[src/rtl/instruction_sequencer_if.sv]
// Host register / core control bundle for instruction_sequencer.
// slave = the sequencer, master = whoever drives the SPI regs and done.
interface instruction_sequencer_if;
  logic [7:0] instruction;
  logic [7:0] mode;
  logic [7:0] trigger_channel_mask;
  logic       readout_done;
  logic       acq_en;
  logic [7:0] trig_mask;
  logic       cal_pulse;
  logic       readout_req;
  logic       soft_rst;
  logic       busy;
  logic       cmd_err;
  logic [2:0] state_dbg;

  modport slave (
    input  instruction, mode, trigger_channel_mask,
    input  readout_done,
    output acq_en, trig_mask, cal_pulse, readout_req,
    output soft_rst, busy, cmd_err, state_dbg
  );

  modport master (
    output instruction, mode, trigger_channel_mask,
    output readout_done,
    input  acq_en, trig_mask, cal_pulse, readout_req,
    input  soft_rst, busy, cmd_err, state_dbg
  );
endinterface

[src/rtl/instruction_sequencer.sv]
// Resynchronises the SPI command registers into iclk and runs the
// acquisition / calibration / readout / soft-reset sequences.
module instruction_sequencer #(
  parameter int SYNC_STAGES = 2,
  parameter int CAL_CYCLES  = 16,
  parameter int RST_CYCLES  = 4,
  parameter int RO_TIMEOUT  = 1024
) (
  input logic                    iclk,
  input logic                    rst,
  instruction_sequencer_if.slave bus
);
  localparam int MAX_A = (CAL_CYCLES > RST_CYCLES) ?
                         CAL_CYCLES : RST_CYCLES;
  localparam int MAXP  = (MAX_A > RO_TIMEOUT) ?
                         MAX_A : RO_TIMEOUT;
  localparam int CW    = $clog2(MAXP) + 1;

  localparam logic [7:0] OP_START = 8'h01;
  localparam logic [7:0] OP_STOP  = 8'h02;
  localparam logic [7:0] OP_SRST  = 8'h03;
  localparam logic [7:0] OP_CAL   = 8'h04;
  localparam logic [7:0] OP_RO    = 8'h05;

  typedef enum logic [2:0] {
    S_IDLE = 3'd0,
    S_ACQ  = 3'd1,
    S_CAL  = 3'd2,
    S_RO   = 3'd3,
    S_SRST = 3'd4
  } state_t;

  logic [SYNC_STAGES-1:0][7:0] r_ins_s;
  logic [SYNC_STAGES-1:0][7:0] r_mask_s;
  logic [SYNC_STAGES-1:0]      r_mode_s;
  logic [7:0] r_ins_p;
  logic [7:0] r_mask_p;
  logic       r_mode_p;
  logic [7:0] r_mask_q;
  logic       r_mode_q;

  logic       r_armed;
  logic       r_cmd_vld;
  logic [7:0] r_cmd;
  logic [7:0] r_cmd_mask;
  logic       r_cmd_cont;

  state_t     r_state;
  logic [CW-1:0] r_cnt;
  logic       r_ro_cont;
  logic       r_acq;
  logic [7:0] r_mask;
  logic       r_cal;
  logic       r_req;
  logic       r_srst;
  logic       r_err;

  logic [7:0] w_ins;
  logic       w_ins_qv;
  logic [7:0] w_mask_q;
  logic       w_mode_q;
  logic       w_open;
  logic       w_acc;

  // A word only counts once it has looked the same on two cycles
  assign w_ins    = r_ins_s[SYNC_STAGES-1];
  assign w_ins_qv = (w_ins == r_ins_p);
  assign w_mask_q = (r_mask_s[SYNC_STAGES-1] == r_mask_p) ?
                    r_mask_p : r_mask_q;
  assign w_mode_q = (r_mode_s[SYNC_STAGES-1] == r_mode_p) ?
                    r_mode_p : r_mode_q;
  assign w_open   = (r_state == S_IDLE) || (r_state == S_ACQ);
  assign w_acc    = w_ins_qv && (w_ins != 8'h00) && r_armed &&
                    (w_open || (w_ins == OP_SRST));

  always_ff @(posedge iclk) begin
    if (rst) begin
      r_ins_s    <= '0;
      r_mask_s   <= '0;
      r_mode_s   <= '0;
      r_ins_p    <= '0;
      r_mask_p   <= '0;
      r_mode_p   <= 1'b0;
      r_mask_q   <= '0;
      r_mode_q   <= 1'b0;
      r_armed    <= 1'b1;
      r_cmd_vld  <= 1'b0;
      r_cmd      <= '0;
      r_cmd_mask <= '0;
      r_cmd_cont <= 1'b0;
    end else begin
      r_ins_s  <= {r_ins_s[SYNC_STAGES-2:0],
                   bus.instruction};
      r_mask_s <= {r_mask_s[SYNC_STAGES-2:0],
                   bus.trigger_channel_mask};
      r_mode_s <= {r_mode_s[SYNC_STAGES-2:0],
                   bus.mode[0]};
      r_ins_p   <= w_ins;
      r_mask_p  <= r_mask_s[SYNC_STAGES-1];
      r_mode_p  <= r_mode_s[SYNC_STAGES-1];
      r_mask_q  <= w_mask_q;
      r_mode_q  <= w_mode_q;
      r_cmd_vld <= w_acc;
      if (w_acc) begin
        r_cmd      <= w_ins;
        r_cmd_mask <= w_mask_q;
        r_cmd_cont <= w_mode_q;
        r_armed    <= 1'b0;
      end else if (w_ins_qv && (w_ins == 8'h00)) begin
        r_armed <= 1'b1;
      end
    end
  end

  always_ff @(posedge iclk) begin
    if (rst) begin
      r_state   <= S_IDLE;
      r_cnt     <= '0;
      r_ro_cont <= 1'b0;
      r_acq     <= 1'b0;
      r_mask    <= '0;
      r_cal     <= 1'b0;
      r_req     <= 1'b0;
      r_srst    <= 1'b0;
      r_err     <= 1'b0;
    end else if (r_cmd_vld && (r_cmd == OP_SRST)) begin
      r_state <= S_SRST;
      r_cnt   <= '0;
      r_acq   <= 1'b0;
      r_mask  <= '0;
      r_cal   <= 1'b0;
      r_req   <= 1'b0;
      r_srst  <= 1'b1;
      r_err   <= 1'b0;
    end else begin
      unique case (r_state)
        S_IDLE: if (r_cmd_vld) begin
          r_err <= 1'b0;
          unique case (1'b1)
            (r_cmd == OP_START): begin
              r_state <= S_ACQ;
              r_acq   <= 1'b1;
              r_mask  <= r_cmd_mask;
            end
            (r_cmd == OP_STOP): ;
            (r_cmd == OP_CAL): begin
              r_state <= S_CAL;
              r_cal   <= 1'b1;
              r_cnt   <= '0;
            end
            (r_cmd == OP_RO): begin
              r_state   <= S_RO;
              r_req     <= 1'b1;
              r_cnt     <= '0;
              r_ro_cont <= r_cmd_cont;
            end
            default: r_err <= 1'b1;
          endcase
        end
        S_ACQ: if (r_cmd_vld) begin
          r_err <= 1'b0;
          unique case (1'b1)
            (r_cmd == OP_STOP): begin
              r_state <= S_IDLE;
              r_acq   <= 1'b0;
              r_mask  <= '0;
            end
            (r_cmd == OP_RO): begin
              r_state   <= S_RO;
              r_acq     <= 1'b0;
              r_req     <= 1'b1;
              r_cnt     <= '0;
              r_ro_cont <= r_cmd_cont;
            end
            default: r_err <= 1'b1;
          endcase
        end
        S_CAL: begin
          if (r_cnt == CW'(CAL_CYCLES - 1)) begin
            r_state <= S_IDLE;
            r_cal   <= 1'b0;
            r_cnt   <= '0;
          end else begin
            r_cnt <= r_cnt + CW'(1);
          end
        end
        S_RO: begin
          // done has priority over a coincident timeout
          if (bus.readout_done) begin
            r_req <= 1'b0;
            r_cnt <= '0;
            if (r_ro_cont) begin
              r_state <= S_ACQ;
              r_acq   <= 1'b1;
            end else begin
              r_state <= S_IDLE;
              r_mask  <= '0;
            end
          end else if (r_cnt == CW'(RO_TIMEOUT - 1)) begin
            r_state <= S_IDLE;
            r_req   <= 1'b0;
            r_err   <= 1'b1;
            r_mask  <= '0;
            r_cnt   <= '0;
          end else begin
            r_cnt <= r_cnt + CW'(1);
          end
        end
        S_SRST: begin
          if (r_cnt == CW'(RST_CYCLES - 1)) begin
            r_state <= S_IDLE;
            r_srst  <= 1'b0;
            r_cnt   <= '0;
          end else begin
            r_cnt <= r_cnt + CW'(1);
          end
        end
        default: r_state <= S_IDLE;
      endcase
    end
  end

  assign bus.acq_en      = r_acq;
  assign bus.trig_mask   = r_mask;
  assign bus.cal_pulse   = r_cal;
  assign bus.readout_req = r_req;
  assign bus.soft_rst    = r_srst;
  assign bus.cmd_err     = r_err;
  assign bus.state_dbg   = r_state;
  assign bus.busy        = (r_state != S_IDLE);
endmodule
[src/flat_wrapper.sv]
// flat-port wrapper written by rule: the top's interface ports become plain ports
module instruction_sequencer_flat 
#(
  parameter int SYNC_STAGES = 2,
  parameter int CAL_CYCLES  = 16,
  parameter int RST_CYCLES  = 4,
  parameter int RO_TIMEOUT  = 1024
)
  (iclk, rst, bus_instruction, bus_mode, bus_trigger_channel_mask, bus_readout_done, bus_acq_en, bus_trig_mask, bus_cal_pulse, bus_readout_req, bus_soft_rst, bus_busy, bus_cmd_err, bus_state_dbg);
  instruction_sequencer_if bus_i ();
  input logic iclk;
  input logic rst;
  input wire logic [$bits(bus_i.instruction)-1:0] bus_instruction;
  input wire logic [$bits(bus_i.mode)-1:0] bus_mode;
  input wire logic [$bits(bus_i.trigger_channel_mask)-1:0] bus_trigger_channel_mask;
  input wire logic [$bits(bus_i.readout_done)-1:0] bus_readout_done;
  output wire logic [$bits(bus_i.acq_en)-1:0] bus_acq_en;
  output wire logic [$bits(bus_i.trig_mask)-1:0] bus_trig_mask;
  output wire logic [$bits(bus_i.cal_pulse)-1:0] bus_cal_pulse;
  output wire logic [$bits(bus_i.readout_req)-1:0] bus_readout_req;
  output wire logic [$bits(bus_i.soft_rst)-1:0] bus_soft_rst;
  output wire logic [$bits(bus_i.busy)-1:0] bus_busy;
  output wire logic [$bits(bus_i.cmd_err)-1:0] bus_cmd_err;
  output wire logic [$bits(bus_i.state_dbg)-1:0] bus_state_dbg;
  assign bus_i.instruction = bus_instruction;
  assign bus_i.mode = bus_mode;
  assign bus_i.trigger_channel_mask = bus_trigger_channel_mask;
  assign bus_i.readout_done = bus_readout_done;
  assign bus_acq_en = bus_i.acq_en;
  assign bus_trig_mask = bus_i.trig_mask;
  assign bus_cal_pulse = bus_i.cal_pulse;
  assign bus_readout_req = bus_i.readout_req;
  assign bus_soft_rst = bus_i.soft_rst;
  assign bus_busy = bus_i.busy;
  assign bus_cmd_err = bus_i.cmd_err;
  assign bus_state_dbg = bus_i.state_dbg;
  instruction_sequencer #(.SYNC_STAGES(SYNC_STAGES), .CAL_CYCLES(CAL_CYCLES), .RST_CYCLES(RST_CYCLES), .RO_TIMEOUT(RO_TIMEOUT)) u_core (.iclk(iclk), .rst(rst), .bus(bus_i));
endmodule
[config.mk]
export PLATFORM = sky130hd
export DESIGN_NAME = instruction_sequencer_flat
export DESIGN_NICKNAME = d
export VERILOG_FILES = /design/src/rtl/instruction_sequencer_if.sv /design/src/rtl/instruction_sequencer.sv /design/src/flat_wrapper.sv
export SDC_FILE = /design/constraint.sdc
export NUM_CORES = 1
export LEC_CHECK = 0
export ABC_AREA = 1
export ABC_CLOCK_PERIOD_IN_PS = 2700
export CAP_MARGIN = 20
export CORE_ASPECT_RATIO = 0.5
export CORE_UTILIZATION = 45
export CTS_CLUSTER_DIAMETER = 150
export DETAILED_ROUTE_END_ITERATION = 12
export PLACE_DENSITY = 0.61
export SLEW_MARGIN = 20
export SYNTH_ARGS = -nofsm -noshare
export SYNTH_HDL_FRONTEND = slang
export SYNTH_SLANG_ARGS = --single-unit
export TNS_END_PERCENT = 100
[constraint.sdc]
create_clock -name iclk -period 2.7 [get_ports iclk]
set_input_delay 0.27 -clock iclk [delete_from_list [all_inputs] [get_ports iclk]]
set_output_delay 0.27 -clock iclk [all_outputs]
set_load 0.02 [all_outputs]
==> flow_metrics.py <==
metrics = {
    "detailed_routing": {
        "drt_iter0_markers": 226,
        "dr.pass1.iters": 5,
        "wl_mm": 8.68,
        "ant_nets": 0,
        "vias_per_cell": 4.42,
        "route.detailed.drc": 0,
        "wl_per_cell_microns": 10.3,
        "vias": 3712,
    },
    "logic_synthesis": {
        "synth.largest_area_cell": "dfxtp_1",
        "synth.distinct_cells": 34,
        "seq_area_frac_synth": 0.464,
        "yosysTopAreaCellShare": 0.464,
        "synth_nets": 692,
        "syn_inst": 664,
        "syn_area_sq_mm": 0.00461,
        "ys_warn_count": 0,
        "synthTopCellsByArea": "dfxtp_1 46%, nor2_1 12%, nand2_1 12%",
        "synth-seq-cells": 107,
        "post_synth.cell_area_avg_sq_um": 6.95,
    },
    "setup_path": {
        "crit_cells": 5,
        "critPathTopFamily": "buffers and inverters",
        "slowest_stage": "clkdlybuf4s50_1",
        "arrival_ns": 1.84,
        "cp-end-kind": "primary output",
        "worst_setup_path_start_kind": "flip-flop",
        "required_ns": 2.43,
        "crit_chain": "nor2_1, inv_1, nor2_1, inv_1, clkdlybuf4s50_1",
        "path_class": "reg -> out",
        "worst-path-buf-inv": 3,
        "crit_fanout": 6,
        "worst_r2r_path_depth": 10,
        "slowest_delay_ns": 0.55,
        "rr_startpoint": "u_core.r_cnt[0]",
        "reg2reg_to": "u_core.bus.trig_mask[1]",
        "rrSetupSlack_ns": 0.66,
    },
    "power_and_ir_drop": {
        "pwr_density_cell_mw_per_mm2": 622,
        "intPower_mw": 2.44,
        "comb_power_share": 0.115,
        "p_seq_frac": 0.504,
        "swShare": 0.270,
        "peakVddDrop_mv": 0.260,
        "p_clk_frac": 0.381,
        "p_sw_mw": 0.902,
        "power.leakage_nw": 2.43,
    },
    "cts": {
        "cts_buffer_depth": 2,
        "post_cts_buffers": 0,
        "numCtsBuffers": 9,
        "clk_pin_slew_worst_paths_ns": 0.07,
        "cts.sink_count": 107,
        "cts-root-buf": "clkbuf_16",
        "ctsHoldBuffers": 0,
        "htreeDepth": 3,
        "cts_tree": "done",
        "clk_latency_ns": 0.35,
        "ctsResizeCount": 0,
    },
    "sta": {
        "finalSetupTns_ns": 0,
        "slew_violations": 0,
        "slew_headroom": 0.612,
        "setup_viol": 0,
        "final.period_utilization": 0.782,
        "max_freq_mhz": 474,
        "skew_ns": 0.00776,
        "worst_slew_pin_slew_ns": 0.580,
        "post-route-min-period_ns": 2.11,
        "hold_viol": 0,
        "rsz0062_at_grt": "no",
    },
    "grt": {
        "antenna_found_initial": 0,
        "grt_max_degree": 56,
        "grt-ovfl-total": 0,
        "grt_pass1_wl_mm": 14.9,
        "gr-usage-all-layers": 0.177,
        "grt_pass1_vias": 3295,
    },
    "run_status": {
        "outcome": "completed",
    },
    "min_path": {
        "worst_hold_path_type": "reg -> reg",
        "min_from": "u_core.r_mask_s[5]",
        "hold_depth": 2,
        "hold_path_end": "u_core.r_mask_s[13]",
    },
    "job": {
        "maxCapViolCount": 0,
    },
    "die": {
        "fp.dieW_microns": 145,
        "die_h_microns": 73.6,
        "io_pins": 44,
        "core_area_sq_mm": 0.00970,
        "start_util": 0.476,
        "rows": 25,
        "die_area_sq_mm": 0.0107,
    },
    "place": {
        "placed_cells": 823,
        "hpwlAfterDp_mm": 6.19,
        "place_congestion": 0.885,
        "io_buffers": 36,
    },
    "final_layout": {
        "diodes": 0,
        "fill_cells": 995,
        "syn_to_final_growth_pct": 16.6,
        "layout-drive-gt1-share": 0.0739,
        "fin_nets": 727,
        "instances_no_fill": 839,
    },
}
final cells by class:
| type | count | area, sq um | area share |
|---|---|---|---|
| flip-flops and latches | 107 | 2140 | 0.398 |
| clock inverters | 6 | 68.8 | 0.0128 |
| well taps | 135 | 169 | 0.0314 |
| clock buffers | 10 | 229 | 0.0426 |
| repair buffers | 39 | 378 | 0.0702 |
| multi-input cells | 425 | 1950 | 0.362 |
| inverters | 117 | 444 | 0.0826 |
stage by stage:
stage | hold slack (ns) | util | total power [mW] | cell area (sq um) | worst slack (ns)
after floorplan | 0.377 | - | 2.00 | 4610 | 1.09
after global placement | 0.389 | 0.524 | 2.10 | 5080 | 0.697
after global routing | 0.421 | 0.555 | 3.52 | 5380 | 0.417
final | 0.402 | 0.555 | 3.35 | 5380 | 0.589
after detailed placement | 0.393 | 0.524 | 2.11 | 5080 | 0.666
after CTS | 0.404 | 0.555 | 3.40 | 5380 | 0.583
worst reg2reg max path, cell delays in order (launching register included):
cell and delay [ns]:
dfxtp_1 0.43, ha_1 0.26, nand3_2 0.13, inv_1 0.11, nand3_2 0.09, nand2_2 0.11, nand3_2 0.09, nor2_4 0.36
o21ai_0 0.22, o21ai_2 0.09, nor2_1 0.04
sequential cells by signal (all words and copies together) (netlist names):
name	count
u_core.r_mask_s	16
u_core.r_cnt	11
u_core.bus.trig_mask	8
u_core.r_cmd	8
u_core.r_cmd_mask	8
u_core.r_ins_p	8
u_core.r_ins_s	8
u_core.r_mask_p	8
u_core.r_mask_q	8
u_core.w_ins	8
u_core.bus.state_dbg	3
u_core.r_mode_s	2
u_core.bus.acq_en	1
u_core.bus.cal_pulse	1
u_core.bus.cmd_err	1
u_core.bus.readout_req	1
u_core.bus.soft_rst	1
u_core.r_armed	1
u_core.r_cmd_cont	1
u_core.r_cmd_vld	1
u_core.r_mode_p	1
u_core.r_mode_q	1
u_core.r_ro_cont	1
power by group through the flow:
| stage | Combinational [mW] | Sequential [mW] | Clock [mW] |
|---|---|---|---|
| 3_5_place_dp | 0.385 | 1.72 | 0 |
| 2_1_floorplan | 0.283 | 1.72 | 0 |
| 6_report | 0.385 | 1.69 | 1.28 |
| 5_1_grt | 0.446 | 1.69 | 1.38 |
| 4_1_cts | 0.388 | 1.69 | 1.33 |
| 3_3_place_gp | 0.383 | 1.72 | 0 |
routing by layer:
layer | global-route usage | up-vias | part of all wire
li1 | - | 2080 | -
met1 | 0.236 | 1571 | 0.55
met2 | 0.274 | 59 | 0.41
met3 | 0.0578 | 2 | 0.042
met4 | 0.0573 | 0 | 0.0029
met5 | 0 | - | 0
logic make-up after synthesis:
kind of cell | synth area share
buffers and inverters | 0.113
adder cells (fa/ha/maj) | 0.00271
AO/OA/AOI/OAI | 0.0743
AND/OR/NAND/NOR | 0.328
flip-flops | 0.464
XOR/XNOR | 0.0171
how the worst max path moves through the flow:
stage                             from                      end
6_report       u_core.bus.state_dbg[0]                 bus_busy
5_1_grt                u_core.r_cnt[0]  u_core.bus.trig_mask[1]
4_1_cts        u_core.bus.state_dbg[0]                 bus_busy
3_5_place_dp           u_core.r_cnt[0]  u_core.bus.trig_mask[1]
3_3_place_gp           u_core.r_cnt[0]  u_core.bus.trig_mask[2]
2_1_floorplan          u_core.r_cnt[0]  u_core.bus.trig_mask[6]
cells in the mapped netlist, drive strengths merged:
cell type,n
and2,9
nand3,22
buf,8
o21ai,34
o21a,2
inv,116
nor2,152
xor2,6
nand2,150
o211ai,2
a221oi,1
nor3,10
nand4,14
clkbuf,7
xnor2,3
clkinv,1
nor3b,1
ha,1
a21oi,17
o31ai,1
dfxtp,107
layout by cell type (no fill, tap or decap), drive strengths merged:
cell type and count:
a21oi 17, a221oi 1, and2 9, buf 4
clkbuf 10, clkdlybuf4s50 35, clkinv 4, clkinvlp 1
dfxtp 107, ha 1, inv 118, nand2 150
nand3 22, nand4 14, nor2 152, nor3 10
nor3b 1, o211ai 2, o21a 2, o21ai 34
o31ai 1, xnor2 3, xor2 6
No activity file was read; power rests on OpenSTA's default activity.
